<file path="config.mk">
export PLATFORM = sky130hd
export DESIGN_NAME = stream_mux_rr
export DESIGN_NICKNAME = d
export VERILOG_FILES = /design/src/rtl/stream_mux_rr.sv
export SDC_FILE = /design/constraint.sdc
export NUM_CORES = 1
export LEC_CHECK = 0
export BUFFER_PORTS_ARGS = -buffer_cell sky130_fd_sc_hd__clkbuf_2
export CORE_UTILIZATION = 46
export DETAILED_ROUTE_END_ITERATION = 10
export HOLD_SLACK_MARGIN = 0.06
export PLACE_DENSITY = 0.87
export SLEW_MARGIN = 40
export SYNTH_ARGS = -nofsm -noshare
export SYNTH_HDL_FRONTEND = slang
export SYNTH_SLANG_ARGS = --single-unit
</file>
<file path="constraint.sdc">
create_clock -name clk -period 6.7 [get_ports clk]
set_clock_uncertainty 0.05 [all_clocks]
set_input_delay 1.34 -clock clk [delete_from_list [all_inputs] [get_ports clk]]
set_output_delay 1.34 -clock clk [all_outputs]
set_load 0.01 [all_outputs]
</file>
<file path="src/rtl/stream_mux_rr.sv">
// stream_mux_rr: N-input valid/ready stream mux, round-robin or forced select, registered output.
// Optional STREAM_MUX_SKID_EN adds a 1-entry skid register so in_ready no longer depends on out_ready.
module stream_mux_rr #(
    parameter int DATA_SIZE = 32,
    parameter int NUM_IN    = 4,
    parameter int SEL_W     = $clog2(NUM_IN)
) (
    input  logic                        clk,
    input  logic                        reset,
    input  logic [NUM_IN-1:0]           in_valid,
    input  logic [NUM_IN*DATA_SIZE-1:0] in_data,
    output logic [NUM_IN-1:0]           in_ready,
    input  logic                        force_en,
    input  logic [SEL_W-1:0]            force_sel,
    output logic                        out_valid,
    output logic [DATA_SIZE-1:0]        out_data,
    output logic [SEL_W-1:0]            out_sel,
    input  logic                        out_ready
);
    logic [SEL_W-1:0]     rr_ptr_q, rr_ptr_d, gnt_idx;
    logic                 gnt_vld, force_ok, rdy_en, load, accept, in_xfer;
    logic [DATA_SIZE-1:0] gnt_data;
    logic                 out_valid_q, out_valid_d;
    logic [DATA_SIZE-1:0] out_data_q, out_data_d;
    logic [SEL_W-1:0]     out_sel_q, out_sel_d;

    assign load      = !out_valid_q || out_ready;
    assign force_ok  = 32'(force_sel) < NUM_IN;
    assign rdy_en    = force_en ? force_ok : gnt_vld;
    assign gnt_data  = in_data[int'(gnt_idx)*DATA_SIZE +: DATA_SIZE];
    assign in_xfer   = gnt_vld && accept && !reset;
    assign rr_ptr_d  = (in_xfer && !force_en) ? gnt_idx : rr_ptr_q;
    assign out_valid = out_valid_q;
    assign out_data  = out_data_q;
    assign out_sel   = out_sel_q;

    // Pick the candidate channel: forced index, or first valid after rr_ptr with wrap
    always_comb begin
        gnt_idx = '0;
        gnt_vld = 1'b0;
        if (force_en) begin
            gnt_idx = force_ok ? force_sel : '0;
            gnt_vld = force_ok && in_valid[gnt_idx];
        end else begin
            for (int k = 1; k <= NUM_IN; k++) begin
                if (!gnt_vld && in_valid[(int'(rr_ptr_q) + k) % NUM_IN]) begin
                    gnt_vld = 1'b1;
                    gnt_idx = SEL_W'((int'(rr_ptr_q) + k) % NUM_IN);
                end
            end
        end
    end

    // Raise ready on the selected channel only; nothing is accepted while reset is high
    always_comb begin
        in_ready = '0;
        if (!reset && rdy_en) in_ready[gnt_idx] = accept;
    end

`ifdef STREAM_MUX_SKID_EN
    logic                 skid_full_q, skid_full_d;
    logic [DATA_SIZE-1:0] skid_data_q, skid_data_d;
    logic [SEL_W-1:0]     skid_sel_q, skid_sel_d;

    assign accept = !skid_full_q;

    // Skid entry drains first; a beat accepted during a stall parks in the skid register
    always_comb begin
        out_valid_d = load ? (skid_full_q || in_xfer) : 1'b1;
        out_data_d  = !load ? out_data_q : skid_full_q ? skid_data_q : in_xfer ? gnt_data : out_data_q;
        out_sel_d   = !load ? out_sel_q : skid_full_q ? skid_sel_q : in_xfer ? gnt_idx : out_sel_q;
        skid_full_d = load ? 1'b0 : (skid_full_q || in_xfer);
        skid_data_d = (!load && in_xfer) ? gnt_data : skid_data_q;
        skid_sel_d  = (!load && in_xfer) ? gnt_idx : skid_sel_q;
    end

    // Skid storage, cleared by reset
    always_ff @(posedge clk or posedge reset) begin
        if (reset) begin
            skid_full_q <= 1'b0;
            skid_data_q <= '0;
            skid_sel_q  <= '0;
        end else begin
            skid_full_q <= skid_full_d;
            skid_data_q <= skid_data_d;
            skid_sel_q  <= skid_sel_d;
        end
    end
`else
    assign accept = load;

    // Load a new beat when the output is free or draining; otherwise hold
    always_comb begin
        out_valid_d = load ? in_xfer : out_valid_q;
        out_data_d  = in_xfer ? gnt_data : out_data_q;
        out_sel_d   = in_xfer ? gnt_idx : out_sel_q;
    end
`endif

    // Output register and round-robin pointer; rr_ptr resets so channel 0 wins first
    always_ff @(posedge clk or posedge reset) begin
        if (reset) begin
            out_valid_q <= 1'b0;
            out_data_q  <= '0;
            out_sel_q   <= '0;
            rr_ptr_q    <= SEL_W'(NUM_IN - 1);
        end else begin
            out_valid_q <= out_valid_d;
            out_data_q  <= out_data_d;
            out_sel_q   <= out_sel_d;
            rr_ptr_q    <= rr_ptr_d;
        end
    end
endmodule

</file>
==> impl_metrics.csv, run 1 <==
group,metric,value,unit
grt,grt_first_pass_wirelength,13000,um
hold_path,timing.hold.worst_endpoint,"out_sel[1]",
clock_network,holdBufCountCts,0,
drt,wire_per_inst,16.3,um
clock_network,cts_sinks,37,
worst_setup_path,setup.worst_path.end_class,"primary output",
yosys,synth_seq_cells,37,
timing,max-slew-margin-rel,54.2,%
floorplanning,core_area,5570,um2
drt,detailedRoute.firstPassIterationCount,4,
power_and_ir_drop,power.ir.vdd_worst,136,uV
clock_network,clock_latency_late_sink,0.28,ns
worst_setup_path,worst_r2r_endpoint,"out_data[1]",
power_and_ir_drop,powerDensity,275,nW/um2
drt,final_wirelength,8410,um
placed_design,place.gp.congestion,0.902,
cells_and_area,ff_latch_area,928,um2
placed_design,dp_hpwl,6110,um
worst_setup_path,worstReg2RegStart,"rr_ptr_q[0]",
yosys,synth_simple_gate_area_share,17.9,%
cells_and_area,multi_input_comb_area,1630,um2
clock_network,ctsResizeCount,0,
worst_setup_path,critical_path.max_fanout,66,
clock_network,cts-root-to-sink-buffers,2,
cells_and_area,num_antenna_cells,0,
worst_setup_path,r2r_setup_slack,3.97,ns
worst_setup_path,worst_reg_to_reg_path_cell_count,6,
yosys,synth_area,2690,um2
hold_path,min_from,"out_sel[1]",
yosys,proportion_of_register_bits_with_asynchronous_set_or_reset_after_synthesis,100,%
hold_path,hold-path-cell-count,2,
floorplanning,die-height,78.5,um
yosys,library_cell_occupying_the_most_area_in_the_post_synthesis_netlist,"dfrtp_1",
yosys,synth-seq-area-share,34.5,%
worst_setup_path,worst_setup_path_start_kind,"input port",
yosys,synth_warnings,0,
yosys,synthXorXnorAreaFrac,0,%
worst_setup_path,cp.arrival,3.25,ns
clock_network,postCtsSetupRepairBufs,0,
drt,drt.antenna.violating_nets,0,
cells_and_area,design.final.nets,582,
yosys,post_synth_num_cell_types,41,
timing,grt_setup_unrepaired,"false",
yosys,netlist_top_cells_count,"44 x a211oi_1, 39 x nor2_1, 35 x dfrtp_1",
hold_path,hold_path_class,"flop to flop",
grt,grt_antenna_before_repair,0,
clock_network,cts_inserted_buffers,5,
floorplanning,effective_utilization_at_floorplan,48.2,%
yosys,post_synth_main_area_contributors,"dfrtp_1 33%, a211oi_1 12%, mux2i_1 12%, a211oi_2 8.8%, and3_1 7.4%",
drt,number_of_remaining_drc_errors,0,
yosys,synth_mux_area_share,13.5,%
clock_network,cts.htree.levels,2,
drt,iteration_0_drc_count_of_the_detailed_router,168,
drt,via_per_inst,5.79,
clock_network,cts_tree,"done",
yosys,synth_net_count,422,
timing,finalWorstPathRequiredPeriod,4.64,ns
timing,hold_violations,0,
cells_and_area,num-fill-cells,462,
timing,worst-slew-pin-transition,0.685,ns
floorplanning,io-pin-count,177,
yosys,synthesized_area_fraction_occupied_by_ao_oa_aoi_and_oai_cells,27.9,%
yosys,synth_flop_cell,"dfrtp_1",
timing,timing.setup.tns,0,ns
clock_network,root_cell_of_the_clock_tree,"clkbuf_8",
power_and_ir_drop,leakagePower,1.83,nW
timing,layout_worst_path_cycle_share,69.2,%
timing,setup_viol,0,
timing,drv_slew,0,
timing,fmax,216,MHz
grt,aggregate_global_route_resource_usage,26.6,%
yosys,edff_count_synth,0,
run,cap_viol_max_count,0,
status,run_status,"finished clean",
floorplanning,die_x,78.5,um
worst_setup_path,timing.critical_path.required,5.31,ns
grt,first_global_vias,2808,
floorplanning,num_rows,27,
cells_and_area,drive_above_1_share,49.4,%
power_and_ir_drop,total_power,0.00102,W
yosys,synth_area_per_cell,9.47,um2
yosys,synth.most_common_cell,"a211oi_1",
cells_and_area,layout-area-overhead-vs-synth,37.4,%
clock_network,worst_setup_hold_path_clk_slew,0.07,ns
yosys,synth_top_family_by_area,"compound AO/OA/AOI/OAI gates",
yosys,synth_top_area_share,32.6,%
grt,grt_overflow_total,0,
worst_setup_path,setup.worst_path.class,"input port to primary output",
yosys,syn-instance-count,284,
yosys,synthAdderAreaFrac,0,%
grt,grt_start_max_net_pins,67,
placed_design,port_buffers,176,
floorplanning,die_area,6160,um2
drt,route.vias.total,2996,
[cells in the final DEF (no fill, tap or decap), types with 2 or more instances in the layout]
cell,instances
a211oi_1,44
a211oi_2,19
a21oi_1,5
a311o_1,2
and2_1,3
and3_1,32
buf_4,4
clkbuf_2,176
clkbuf_8,6
dfrtp_1,35
dfstp_2,2
inv_1,5
mux2i_1,33
nand2_1,4
nand3_1,2
nor2_1,39
nor2b_1,2
nor3_1,4
o21ai_0,3
[state kept, by name (all words and copies together), names as in the netlist]
signal	cells
out_data	32
out_sel	2
out_valid	1
rr_ptr_q	2
[per-layer routing]
metal  vias up  track usage [%]  routed length [um]
met4         0             8.33                  99
met2       142             47.9                4390
met3        10             4.88                 596
met1      1446             32.0                3330
li1       1398                -                   -
met5         -                0                   0
[where the power goes]
group | internal (W) | total (W) | switching, W
Clock | 0.000121 | 0.000201 | 0.0000800
Sequential | 0.000305 | 0.000361 | 0.0000556
Combinational | 0.000201 | 0.000453 | 0.000252
[critical path: stages]
cell and delay, ns:
clkbuf_2 0.18, inv_1 0.08, o221a_2 0.29, o21ai_2 0.12, buf_4 0.33, nand2_8 0.39, nor3_1 0.32, clkbuf_2 0.17
[kinds of logic (layout without fill, tap and decap cells)]
logic type,count (synthesis),after routing
flops,37,37
mux,35,35
buf+inv,33,194
simple gates,94,94
compound gates,85,85
[metrics by stage]
stage | utilization, % | hold WS, ns | setup slack, ns | area [um2] | instances
after CTS | 66.1 | 0.460 | 1.88 | 3680 | 517
after floorplan | - | 0.463 | 2.42 | 2690 | 284
after detailed placement | 64.0 | 0.443 | 1.89 | 3570 | 509
final | 66.3 | 0.457 | 2.06 | 3690 | 517
after global placement | 63.8 | 0.433 | 1.84 | 3560 | 509
after global routing | 66.3 | 0.486 | 1.92 | 3690 | 517
[area by class of cell]
class                   instances  share of cell area (%)
multi-input cells             214                    44.0
inverters                       6                   0.610
well taps                      72                    2.44
flip-flops and latches         37                    25.1
clock buffers                   7                    2.34
repair buffers                180                    24.7
clock inverters                 1                   0.813
[worst max-delay path by stage]
stage / to / slack, ns / cells past startpoint / start
after floorplan: in_ready[1] / 2.42 / 8 / in_valid[1]
after global placement: in_ready[3] / 1.84 / 5 / force_en
after detailed placement: in_ready[3] / 1.89 / 8 / in_valid[1]
after CTS: in_ready[3] / 1.88 / 8 / in_valid[1]
after global routing: in_ready[3] / 1.92 / 8 / in_valid[1]
final: in_ready[3] / 2.06 / 8 / in_valid[1]
Power figures use the tool's default switching activity.
==> run 2: changes to the inputs <==
- CORE_UTILIZATION: 46 -> 39
- PLACE_DENSITY: 0.87 -> 0.78
- clock period: 6.7 -> 3.79 ns (I/O delays scaled with it)
==> run 2 against run 1 <==
  * Critical path depth decreased by 1
  * Global-route usage decreased by 3.4 points
  * Via count shrank 4.1%
  * Routed wire length increased by 0.21%
  * Sequential power rose by 76%
  * Combinational power increased by 78%
  * Sequential cell count stayed put
  * Die area grew 17%
  * Count of clock-buffer cells in the layout decreased by 1
  * Sequential share of layout area fell by 0.093 points
  * Critical path type unchanged
  * Largest power group unchanged
==> impl_metrics.csv, run 2 (synthesis gave the netlist of run 1 again) <==
group,metric,value,unit
cells_and_area,design.final.nets,589,
clock_network,root_cell_of_the_clock_tree,"clkbuf_8",
grt,grt_antenna_before_repair,0,
timing,finalWorstPathRequiredPeriod,3.26,ns
cells_and_area,commonest_cells_after_routing_fill_and_taps_aside,"176 x clkbuf_2, 44 x a211oi_1, 39 x nor2_1, 35 x dfrtp_1, 33 x mux2i_1",
drt,route.vias.total,2872,
floorplanning,effective_utilization_at_floorplan,41.4,%
floorplanning,num_rows,29,
grt,grt_first_pass_wirelength,13300,um
timing,drv_slew,0,
grt,aggregate_global_route_resource_usage,23.2,%
placed_design,placed_area,3620,um2
clock_network,cts_sinks,37,
placed_design,dp_hpwl,6510,um
worst_setup_path,setup.worst_path.class,"input port to primary output",
worst_setup_path,setup.worst_path.end_class,"primary output",
worst_setup_path,critical_path.max_fanout,10,
power_and_ir_drop,powerDensity,464,nW/um2
drt,wire_per_inst,16.0,um
drt,drt.antenna.violating_nets,0,
power_and_ir_drop,power.ir.vdd_worst,277,uV
drt,met3RoutedLength,466,um
timing,timing.setup.tns,0,ns
cells_and_area,largest_register_ff_count,32,
clock_network,cts-root-to-sink-buffers,2,
clock_network,postCtsSetupRepairBufs,0,
timing,setup_viol,0,
drt,number_of_remaining_drc_errors,0,
clock_network,clock_latency_late_sink,0.28,ns
floorplanning,die_area,7230,um2
cells_and_area,leading_cell_type_in_the_layout_fill_and_taps_excluded,"clkbuf_2",
hold_path,hold_path_class,"flop to flop",
clock_network,holdBufCountCts,0,
grt,grt_overflow_total,0,
timing,layout_worst_path_cycle_share,86.1,%
drt,route.met2.wl,4380,um
grt,grt_start_max_net_pins,39,
worst_setup_path,cp.arrival,2.45,ns
floorplanning,core_area,6490,um2
clock_network,ctsResizeCount,0,
cells_and_area,design_area,3710,um2
worst_setup_path,worst_setup_path_start_kind,"input port",
drt,final_wirelength,8430,um
drt,detailedRoute.firstPassIterationCount,4,
cells_and_area,num_antenna_cells,0,
timing,worst-slew-pin-transition,0.735,ns
floorplanning,die_x,85.0,um
status,run_status,"finished clean",
timing,fmax,307,MHz
timing,max-slew-margin-rel,51.0,%
placed_design,place.gp.congestion,0.846,
timing,hold_violations,0,
drt,via_per_inst,5.44,
clock_network,worst_setup_hold_path_clk_slew,0.07,ns
run,cap_viol_max_count,0,
clock_network,cts.htree.levels,2,
cells_and_area,drive_above_1_share,50.1,%
drt,route.layer.met1.wl,3530,um
drt,routed.top_layer,"met4",
power_and_ir_drop,leakagePower,1.84,nW
clock_network,cts_inserted_buffers,5,
grt,first_global_vias,2795,
floorplanning,die-height,85.0,um
timing,grt_setup_unrepaired,"false",
cells_and_area,layout-area-overhead-vs-synth,37.9,%
floorplanning,io-pin-count,177,
worst_setup_path,timing.critical_path.required,2.98,ns
placed_design,port_buffers,176,
clock_network,cts_tree,"done",
drt,iteration_0_drc_count_of_the_detailed_router,137,
-- run 2: layer usage --
metal  track usage, %  vias to the layer above
met5                0                        -
met4             4.31                        0
met3             3.11                        6
met2             43.4                      111
met1             28.7                     1352
li1                 -                     1403
-- run 2: cell type report --
type                            instances  area, um2
Clock buffer                            6       82.6
Clock inverter                          1       7.51
Fill cell                             597       2790
Inverter                                6       22.5
Multi-Input combinational cell        214       1610
Sequential cell                        37        928
Tap cell                               77       96.3
Timing Repair Buffer                  187        963
-- run 2: metrics by stage --
step / power, W / setup WS (ns) / utilization, % / cells / hold slack, ns
floorplan: 0.00113 / 0.672 / - / 284 / 0.463
detailed placement: 0.00145 / 0.542 / 55.7 / 521 / 0.449
global route: 0.00184 / 0.437 / 57.1 / 528 / 0.482
global placement: 0.00143 / 0.600 / 55.7 / 521 / 0.443
finish: 0.00172 / 0.528 / 57.1 / 528 / 0.464
CTS: 0.00174 / 0.535 / 57.1 / 528 / 0.468
-- run 2: final timing paths --
check	endpoint	cells after the start	start	slack [ns]
max	in_ready[0]	7	in_valid[0]	0.53
min	out_sel[1]	2	out_sel[1]	0.46
max reg2reg	out_data[6]	7	rr_ptr_q[0]	1.29
min reg2reg	out_sel[1]	2	out_sel[1]	0.46
max in group asynchronous	rr_ptr_q[1]	3	reset	2.84
min in group asynchronous	out_sel[0]	3	reset	0.51
-- run 2: where the power goes --
part / switching (W) / internal (W) / total, W
logic: 0.000440 / 0.000365 / 0.000805
clock network: 0.000135 / 0.000144 / 0.000279
registers: 0.0000969 / 0.000540 / 0.000637
total: 0.000672 / 0.00105 / 0.00172
-- run 2: worst max-delay path: stages --
cell       delay, ns
clkbuf_2        0.18
or3b_1          0.41
a2111oi_4       0.42
a311o_1         0.21
nand2_1         0.11
nor3_1          0.19
clkbuf_2        0.16
==> run 3: changes to the inputs <==
- CELL_PAD_IN_SITES_DETAIL_PLACEMENT: not set -> 0
- CELL_PAD_IN_SITES_GLOBAL_PLACEMENT: not set -> 2
- CORE_UTILIZATION: 39 -> 21
- PLACE_DENSITY: 0.78 -> not set
- PLACE_DENSITY_LB_ADDON: not set -> 0.1
==> run 3 against run 2 <==
  * Non-clock buffer count is 5 lower
  * Setup slack lost 0.056 ns
  * Sequential power about the same
  * Fmax is 1.7% lower
  * Sequential share of layout area down 1.0 points
  * Global-route usage shrank 7.8 points
  * First-iteration DRC count fell by 50%
==> impl_metrics.csv, run 3 (synthesis gave the netlist of run 1 again) <==
group,metric,value,unit
grt,first_global_vias,2862,
drt,drt.antenna.violating_nets,0,
placed_design,placed_area,3720,um2
floorplanning,die-height,115,um
cells_and_area,commonest_cells_after_routing_fill_and_taps_aside,"176 x clkbuf_2, 44 x a211oi_1, 39 x nor2_1, 35 x dfrtp_1, 33 x mux2i_1",
clock_network,cts.htree.levels,2,
floorplanning,io-pin-count,177,
clock_network,holdBufCountCts,0,
drt,via_per_inst,4.65,
power_and_ir_drop,leakagePower,1.85,nW
worst_setup_path,critical_path.max_fanout,10,
floorplanning,core_area,12300,um2
timing,fmax,301,MHz
placed_design,place.gp.congestion,0.720,
clock_network,worst_setup_hold_path_clk_slew,0.06,ns
grt,grt_start_max_net_pins,65,
grt,grt_first_pass_wirelength,15500,um
clock_network,postCtsSetupRepairBufs,0,
worst_setup_path,worst_setup_path_start_kind,"input port",
drt,detailedRoute.firstPassIterationCount,4,
floorplanning,die_x,115,um
grt,grt_overflow_total,0,
clock_network,ctsResizeCount,0,
power_and_ir_drop,power.ir.vdd_worst,164,uV
timing,timing.setup.tns,0,ns
floorplanning,num_rows,40,
run,cap_viol_max_count,0,
power_and_ir_drop,powerDensity,486,nW/um2
cells_and_area,num_antenna_cells,0,
worst_setup_path,setup.worst_path.class,"input port to primary output",
cells_and_area,design.final.nets,584,
clock_network,cts_inserted_buffers,5,
cells_and_area,layout-area-overhead-vs-synth,43.6,%
timing,finalWorstPathRequiredPeriod,3.32,ns
clock_network,cts_tree,"done",
floorplanning,die_area,13300,um2
drt,route.vias.total,2855,
clock_network,cts-root-to-sink-buffers,2,
grt,aggregate_global_route_resource_usage,15.4,%
cells_and_area,design_area,3860,um2
drt,iteration_0_drc_count_of_the_detailed_router,68,
worst_setup_path,timing.critical_path.required,2.98,ns
timing,max-slew-margin-rel,46.3,%
timing,layout_worst_path_cycle_share,87.5,%
timing,drv_slew,0,
timing,setup_viol,0,
cells_and_area,leading_cell_type_in_the_layout_fill_and_taps_excluded,"clkbuf_2",
cells_and_area,final_core_utilization,31.5,%
drt,final_wirelength,10200,um
cells_and_area,num-fill-cells,1333,
clock_network,clock_latency_late_sink,0.28,ns
placed_design,port_buffers,176,
floorplanning,effective_utilization_at_floorplan,21.9,%
grt,grt_antenna_before_repair,0,
timing,grt_setup_unrepaired,"false",
drt,number_of_remaining_drc_errors,0,
status,run_status,"finished clean",
placed_design,dp_hpwl,7310,um
timing,hold_violations,0,
drt,wire_per_inst,16.6,um
clock_network,cts_sinks,37,
timing,worst-slew-pin-transition,0.806,ns
worst_setup_path,cp.arrival,2.51,ns
worst_setup_path,setup.worst_path.end_class,"primary output",
hold_path,hold_path_class,"flop to flop",
cells_and_area,largest_register_ff_count,32,
cells_and_area,drive_above_1_share,50.0,%
clock_network,root_cell_of_the_clock_tree,"clkbuf_16",
[run 3: power by group]
group          total (W)  switching, W  internal (W)  leakage [nW]
Clock           0.000423      0.000164      0.000259        0.0700
Sequential      0.000635     0.0000941      0.000541         0.406
Combinational   0.000819      0.000455      0.000364          1.37
Total            0.00188      0.000713       0.00116          1.85
[run 3: worst max-delay path: stages]
cell      delay [ns]
clkbuf_2        0.19
inv_1           0.08
or4_4           0.50
a311oi_1        0.49
nor2_1          0.12
nor3_1          0.20
clkbuf_2        0.17
[run 3: final cells by class]
type / count / area, um2 / share of cell area, %
inverters: 6 / 25.0 / 0.648
multi-input cells: 214 / 1620 / 41.9
flip-flops and latches: 37 / 928 / 24.0
clock buffers: 7 / 143 / 3.69
repair buffers: 182 / 938 / 24.3
well taps: 168 / 210 / 5.44
[run 3: layer usage]
layer / global-route usage, % / up-vias / part of all wire [%]
li1: - / 1400 / -
met1: 20.5 / 1339 / 46
met2: 24.9 / 112 / 45
met3: 4.64 / 4 / 8.3
met4: 2.68 / 0 / 0.60
met5: 0 / - / 0
[run 3: final timing paths]
check / start / endpoint / slack, ns / cells past startpoint
setup / recovery: in_valid[1] / in_ready[3] / 0.47 / 7
hold / removal: out_sel[1] / out_sel[1] / 0.46 / 2
max in group asynchronous: reset / out_data[2] / 2.84 / 2
setup reg to reg: rr_ptr_q[0] / out_data[29] / 1.18 / 6
hold reg to reg: out_sel[1] / out_sel[1] / 0.46 / 2
min in group asynchronous: reset / out_valid / 0.48 / 2
[run 3: per-stage QoR]
step	setup slack (ns)	std cells	hold WS (ns)	power, W
6_report	0.472	614	0.461	0.00188
5_1_grt	0.297	614	0.505	0.00202
4_1_cts	0.431	614	0.467	0.00192
3_5_place_dp	0.439	607	0.444	0.00148
3_3_place_gp	0.402	607	0.443	0.00147
2_1_floorplan	0.672	284	0.463	0.00113
